$ cat config.mk
export PLATFORM = sky130hd
export DESIGN_NAME = bus_if
export DESIGN_NICKNAME = d
export VERILOG_FILES = /design/src/rtl/bus_if_pkg.sv /design/src/rtl/bus_if.sv
export SDC_FILE = /design/constraint.sdc
export NUM_CORES = 1
export LEC_CHECK = 0
export BUFFER_PORTS_ARGS = -buffer_cell sky130_fd_sc_hd__buf_2
export CAP_MARGIN = 20
export CORE_UTILIZATION = 41
export DETAILED_ROUTE_END_ITERATION = 8
export PLACE_DENSITY = 0.89
export SYNTH_ARGS = -nofsm -noshare
export SYNTH_HDL_FRONTEND = slang
export SYNTH_SLANG_ARGS = --single-unit
$ cat constraint.sdc
create_clock -name clk -period 1.4 [get_ports clk]
set_input_delay 0.21 -clock clk [delete_from_list [all_inputs] [get_ports clk]]
set_output_delay 0.21 -clock clk [all_outputs]
set_load 0.01 [all_outputs]
$ cat src/rtl/bus_if_pkg.sv
// Shared CPU bus definitions: word widths, bus_if FSM state codes, slave decode, strobe levels.
// Latency: n/a (types, constants and a pure decode function only).
// Backpressure: n/a.
package bus_if_pkg;

    localparam int WORD_ADDR_W = 30;
    localparam int WORD_DATA_W = 32;

    typedef logic [WORD_ADDR_W-1:0] word_addr_t;
    typedef logic [WORD_DATA_W-1:0] word_data_t;

    typedef enum logic [1:0] {
        BUS_IF_STATE_IDLE   = 2'd0,
        BUS_IF_STATE_REQ    = 2'd1,
        BUS_IF_STATE_ACCESS = 2'd2,
        BUS_IF_STATE_STALL  = 2'd3
    } bus_if_state_e;

    // Slave index field of a word address.
    localparam int         BUS_SLAVE_INDEX_MSB = 29;
    localparam int         BUS_SLAVE_INDEX_LSB = 27;
    localparam logic [2:0] BUS_SLAVE_1         = 3'b001;

    localparam logic READ     = 1'b1;
    localparam logic WRITE    = 1'b0;
    localparam logic ENABLE_  = 1'b0;
    localparam logic DISABLE_ = 1'b1;

    // Slave 1 is the scratch pad, reached without the shared bus.
    function automatic logic is_spm(input word_addr_t a);
        return a[BUS_SLAVE_INDEX_MSB:BUS_SLAVE_INDEX_LSB] == BUS_SLAVE_1;
    endfunction

endpackage

$ cat src/rtl/bus_if.sv
// Initiator-side bus interface for one pipeline stage: SPM accesses go direct, others use req/grant/ready.
// Latency: SPM access 0 wait cycles; bus access 3 cycles minimum (+g grant, +r ready wait cycles).
// Backpressure: busy holds the pipeline until bus ready; stall parks the block in STALL with read data held.
// Ports: clk/reset_ (async, active-low); stall/flush/busy to the pipeline control;
//        addr/as_/rw/wr_data/rd_data from/to the stage; spm_* direct SPM port; bus_* shared bus initiator.
module bus_if
    import bus_if_pkg::*;
(
    input  logic       clk,
    input  logic       reset_,
    input  logic       stall,
    input  logic       flush,
    output logic       busy,
    input  word_addr_t addr,
    input  logic       as_,
    input  logic       rw,
    input  word_data_t wr_data,
    output word_data_t rd_data,
    input  word_data_t spm_rd_data,
    output word_addr_t spm_addr,
    output logic       spm_as_,
    output logic       spm_rw,
    output word_data_t spm_wr_data,
    input  word_data_t bus_rd_data,
    input  logic       bus_rdy_,
    input  logic       bus_grnt_,
    output logic       bus_req_,
    output word_addr_t bus_addr,
    output logic       bus_as_,
    output logic       bus_rw,
    output word_data_t bus_wr_data
);

    bus_if_state_e state, state_nxt;
    logic          bus_req_nxt;
    logic          bus_as_nxt;
    logic          bus_rw_nxt;
    word_addr_t    bus_addr_nxt;
    word_data_t    bus_wr_data_nxt;
    word_data_t    rd_buf, rd_buf_nxt;
    logic          access_vld;
    logic          spm_hit;

    // The SPM sees the stage request unregistered; only its strobe is qualified.
    assign spm_addr    = addr;
    assign spm_rw      = rw;
    assign spm_wr_data = wr_data;

    assign access_vld = (as_ == ENABLE_) && !flush;
    assign spm_hit    = is_spm(addr);

    always_comb begin
        state_nxt       = state;
        bus_req_nxt     = bus_req_;
        bus_as_nxt      = bus_as_;
        bus_rw_nxt      = bus_rw;
        bus_addr_nxt    = bus_addr;
        bus_wr_data_nxt = bus_wr_data;
        rd_buf_nxt      = rd_buf;
        busy            = 1'b0;
        spm_as_         = DISABLE_;
        rd_data         = '0;

        case (state)
            BUS_IF_STATE_IDLE: begin
                if (access_vld) begin
                    if (spm_hit) begin
                        // A stalled SPM write simply repeats; the SPM tolerates it.
                        spm_as_ = ENABLE_;
                        rd_data = spm_rd_data;
                    end else begin
                        busy            = 1'b1;
                        bus_req_nxt     = ENABLE_;
                        bus_addr_nxt    = addr;
                        bus_rw_nxt      = rw;
                        bus_wr_data_nxt = wr_data;
                        state_nxt       = BUS_IF_STATE_REQ;
                    end
                end
            end
            BUS_IF_STATE_REQ: begin
                // flush/stall are ignored here: a started transaction always completes.
                busy = 1'b1;
                if (bus_grnt_ == ENABLE_) begin
                    bus_as_nxt = ENABLE_;
                    state_nxt  = BUS_IF_STATE_ACCESS;
                end
            end
            BUS_IF_STATE_ACCESS: begin
                // Strobe is a single-cycle pulse on entry.
                bus_as_nxt = DISABLE_;
                if (bus_rdy_ == ENABLE_) begin
                    bus_req_nxt     = DISABLE_;
                    bus_addr_nxt    = '0;
                    bus_rw_nxt      = READ;
                    bus_wr_data_nxt = '0;
                    if (bus_rw == READ) begin
                        rd_buf_nxt = bus_rd_data;
                    end
                    // Bypass so the pipeline can advance on this very edge.
                    rd_data   = bus_rd_data;
                    state_nxt = stall ? BUS_IF_STATE_STALL : BUS_IF_STATE_IDLE;
                end else begin
                    busy = 1'b1;
                end
            end
            BUS_IF_STATE_STALL: begin
                // Pipeline is frozen by the controller; keep presenting the captured data.
                rd_data = rd_buf;
                if (!stall) begin
                    state_nxt = BUS_IF_STATE_IDLE;
                end
            end
            default: begin
                state_nxt = BUS_IF_STATE_IDLE;
            end
        endcase
    end

    always_ff @(posedge clk or negedge reset_) begin
        if (!reset_) begin
            state       <= BUS_IF_STATE_IDLE;
            bus_req_    <= DISABLE_;
            bus_as_     <= DISABLE_;
            bus_addr    <= '0;
            bus_rw      <= READ;
            bus_wr_data <= '0;
            rd_buf      <= '0;
        end else begin
            state       <= state_nxt;
            bus_req_    <= bus_req_nxt;
            bus_as_     <= bus_as_nxt;
            bus_addr    <= bus_addr_nxt;
            bus_rw      <= bus_rw_nxt;
            bus_wr_data <= bus_wr_data_nxt;
            rd_buf      <= rd_buf_nxt;
        end
    end

endmodule
==> reports/metrics.yaml <==
slew_headroom: 0.7888
cts_made_buffers: 9
grt_use_total: 0.2062
outcome: "complete, but fails checks"
route.met3.wl_um: 1115
setup_ws_ns: -0.5835
routed.top_layer: "met4"
required_ns: 1.19
slowest_stage: "dfrtp_1"
synth.distinct_cells: 25
netSwitchingFraction: 0.3532
clkTransAtPathRegs_ns: 0.07
clock_path_buffers: 2
antenna_found_initial: 0
synthArstFlopShare: 1.000
power_frac_comb: 0.451
dp_hpwl_um: 10220
synth-xor-area-share: 0
crit_chain: "nor4_2 -> and2_4 -> buf_6 -> buf_16 -> a22o_1 -> buf_2"
yosys-top-cells-count: "dfrtp_1 (96), buf_4 (69), a22o_1 (64)"
synth_compound_area_frac: 0.1168
grt_max_degree: 51
synth_edf_count: 0
yosys_warnings: 0
grt_overflow: 0
multi_input_area_um2: 2007
ys_ff_latch: 99
crit_path_max_fanout: 8
wl_um: 15240
wl_met1_um: 5503
power_uw: 14000
cts-root-buf: "clkbuf_16"
path_delay_family: "simple AND/OR/NAND/NOR gates"
seq_area_um2: 2481
avgSynthCellArea_um2: 10.76
drv_cap: 0
p_sw_uw: 4945
clock-sinks: 99
cts_tree: "built"
synthMuxAreaShare: 0.1808
hold_violations: 0
crit_arrival_ns: 1.77
die_h_um: 116.5
h-tree-depth: 3
seqPwrFrac: 0.354
endpoint_kind: "output port"
port_buffers: 295
num_io_pins: 296
failed_checks: "negative setup slack"
netlist_area_um2: 5378
synthTopCellsByArea: "dfrtp_1 (45%), mux2i_1 (11%), a22o_1 (10%), buf_4 (9.6%), mux2_1 (6.9%)"
min_period_ns: 1.983
crit_type: "reg2out"
grt_pass1_vias: 4338
drt_iter0_markers: 263
finalCritPeriodShare: 1.417
gp_congestion: 0.8135
slew_viol_final: 0
syn_to_final_growth_pct: 38.27
core-area_um2: 12720
drive_gt1_frac: 0.4928
crit_path_start_kind: "flip-flop"
worstHoldPathType: "in2reg"
nets: 890
fin_worst_skew_ns: 0.003955
p_per_area_nw_per_um2: 1883
worstMarginPinSlew_ns: 0.3161
firstDrtPassIters: 4
vias_per_cell: 4.940
final_antenna_net_count: 0
ir_worst_vdd_uv: 770.9
wl_per_cell_um: 16.31
die-area_um2: 13580
synth_cells: 500
synth_top_area_frac: 0.4467
ys.flop_type: "dfrtp_1"
p_clk_frac: 0.195
intPower_uw: 9056
max_freq_mhz: 504.2
dieWidth_um: 116.5
cp.buffers_inverters: 3
synthesis.nets: 634
worstSkewPairLatency_ns: 0.34
grt_pass1_wl_um: 21050
setup_violations: 129
drcViolationCount: 0
core.rowCount: 41
p_leak_uw: 0.004504
cpPeakStageDelay_ns: 0.40
met2WireLength_um: 8281
yosys.area.top_type: "dfrtp_1"
synth_fa_ha_area_frac: 0
synth_seq_area_share: 0.4614
start_util: 0.4227
vias: 4614
rsz0062_at_grt: "true"
synth-simple-area-share: 0.06049
fill_cells: 1062
setup_tns_ns: -29.35
synth.most_common_cell: "dfrtp_1"
synth_top_family_by_area: "multiplexers"
per-stage QoR:
step / setup WS [ns] / area (um^2) / hold WS, ns / instances / util
floorplan: -0.09559 / 5395 / -0.08559 / 500 / -
global placement: -0.1591 / 6620 / 0.02847 / 894 / 0.5204
detailed placement: -0.2445 / 6620 / 0.03087 / 894 / 0.5204
CTS: -0.5361 / 7302 / 0.08439 / 929 / 0.5740
global route: -0.6534 / 7433 / 0.09420 / 933 / 0.5843
finish: -0.5835 / 7436 / 0.1010 / 934 / 0.5845
repair_timing:
| action | in CTS | in global routing |
|---|---|---|
| hold buffers | 1 | 0 |
| endpoints found under the setup margin | 130 | 131 |
| pin swaps | 9 | 6 |
| gates cloned | 8 | 2 |
| resized for setup | 22 | 35 |
| endpoints found under the hold margin | 96 | 0 |
| buffers inserted | 18 | 9 |
worst register-to-register path: stages (launching register included):
cell and delay, ns:
dfrtp_1 0.40, buf_4 0.17, nor2_4 0.14, and3_4 0.27, buf_12 0.16, mux2_1 0.34
power by group through the flow:
stage	Clock (uW)	Sequential, uW	Combinational, uW
floorplan	0	5270	3240
global placement	0	4890	5490
detailed placement	0	4950	5690
CTS	2800	4900	6020
global route	2890	5090	6890
finish	2730	4960	6320
final timing paths:
kind                          start           end  slack (ns)  depth (start not counted)
min                        addr[17]  bus_addr[17]        0.10                          3
max                        state[0]    rd_data[4]       -0.58                          6
max in group asynchronous    reset_      bus_req_        0.61                          3
min reg2reg                bus_req_      bus_req_        0.46                          2
min in group asynchronous    reset_    rd_buf[10]        0.27                          2
max reg2reg                state[0]    rd_buf[20]       -0.20                          5
flip-flops by register name (all words and copies together) (netlist names):
name	count
bus_wr_data	32
rd_buf	32
bus_addr	30
state	2
bus_as_	1
bus_req_	1
bus_rw	1
metal layers:
layer  GRT usage  vias up
met2      0.4110      228
li1            -     2119
met3     0.04878       28
met4     0.07778        0
met5           0        -
met1      0.2030     2239
cells in the final DEF (no fill, tap or decap), types with 2 or more instances in the layout:
| cell type | instances |
|---|---|
| a21oi_1 | 3 |
| a22o_1 | 64 |
| a31o_1 | 2 |
| and2_1 | 2 |
| buf_12 | 11 |
| buf_16 | 5 |
| buf_2 | 293 |
| buf_4 | 13 |
| buf_6 | 12 |
| buf_8 | 3 |
| bufinv_16 | 2 |
| clkbuf_16 | 11 |
| clkbuf_8 | 2 |
| dfrtp_1 | 96 |
| dfstp_2 | 3 |
| inv_1 | 62 |
| mux2_1 | 29 |
| mux2_4 | 4 |
| mux2i_1 | 57 |
| mux2i_2 | 2 |
| nand2_1 | 60 |
| nand2b_1 | 4 |
| nand2b_4 | 2 |
| nor2_1 | 2 |
cell families after synthesis:
group,after synthesis
compound gates,73
buf+inv,159
flops,99
mux,93
simple gates,76
final cells by class:
cell class | count | share of cell area
Sequential cell | 99 | 0.3337
Tap cell | 172 | 0.02894
Clock inverter | 4 | 0.009759
Multi-Input combinational cell | 243 | 0.2699
Timing Repair Buffer | 340 | 0.2908
Clock buffer | 12 | 0.03449
Antenna cell | 1 | 0.0003365
Inverter | 63 | 0.03214
No activity file was read; power rests on OpenSTA's default activity.
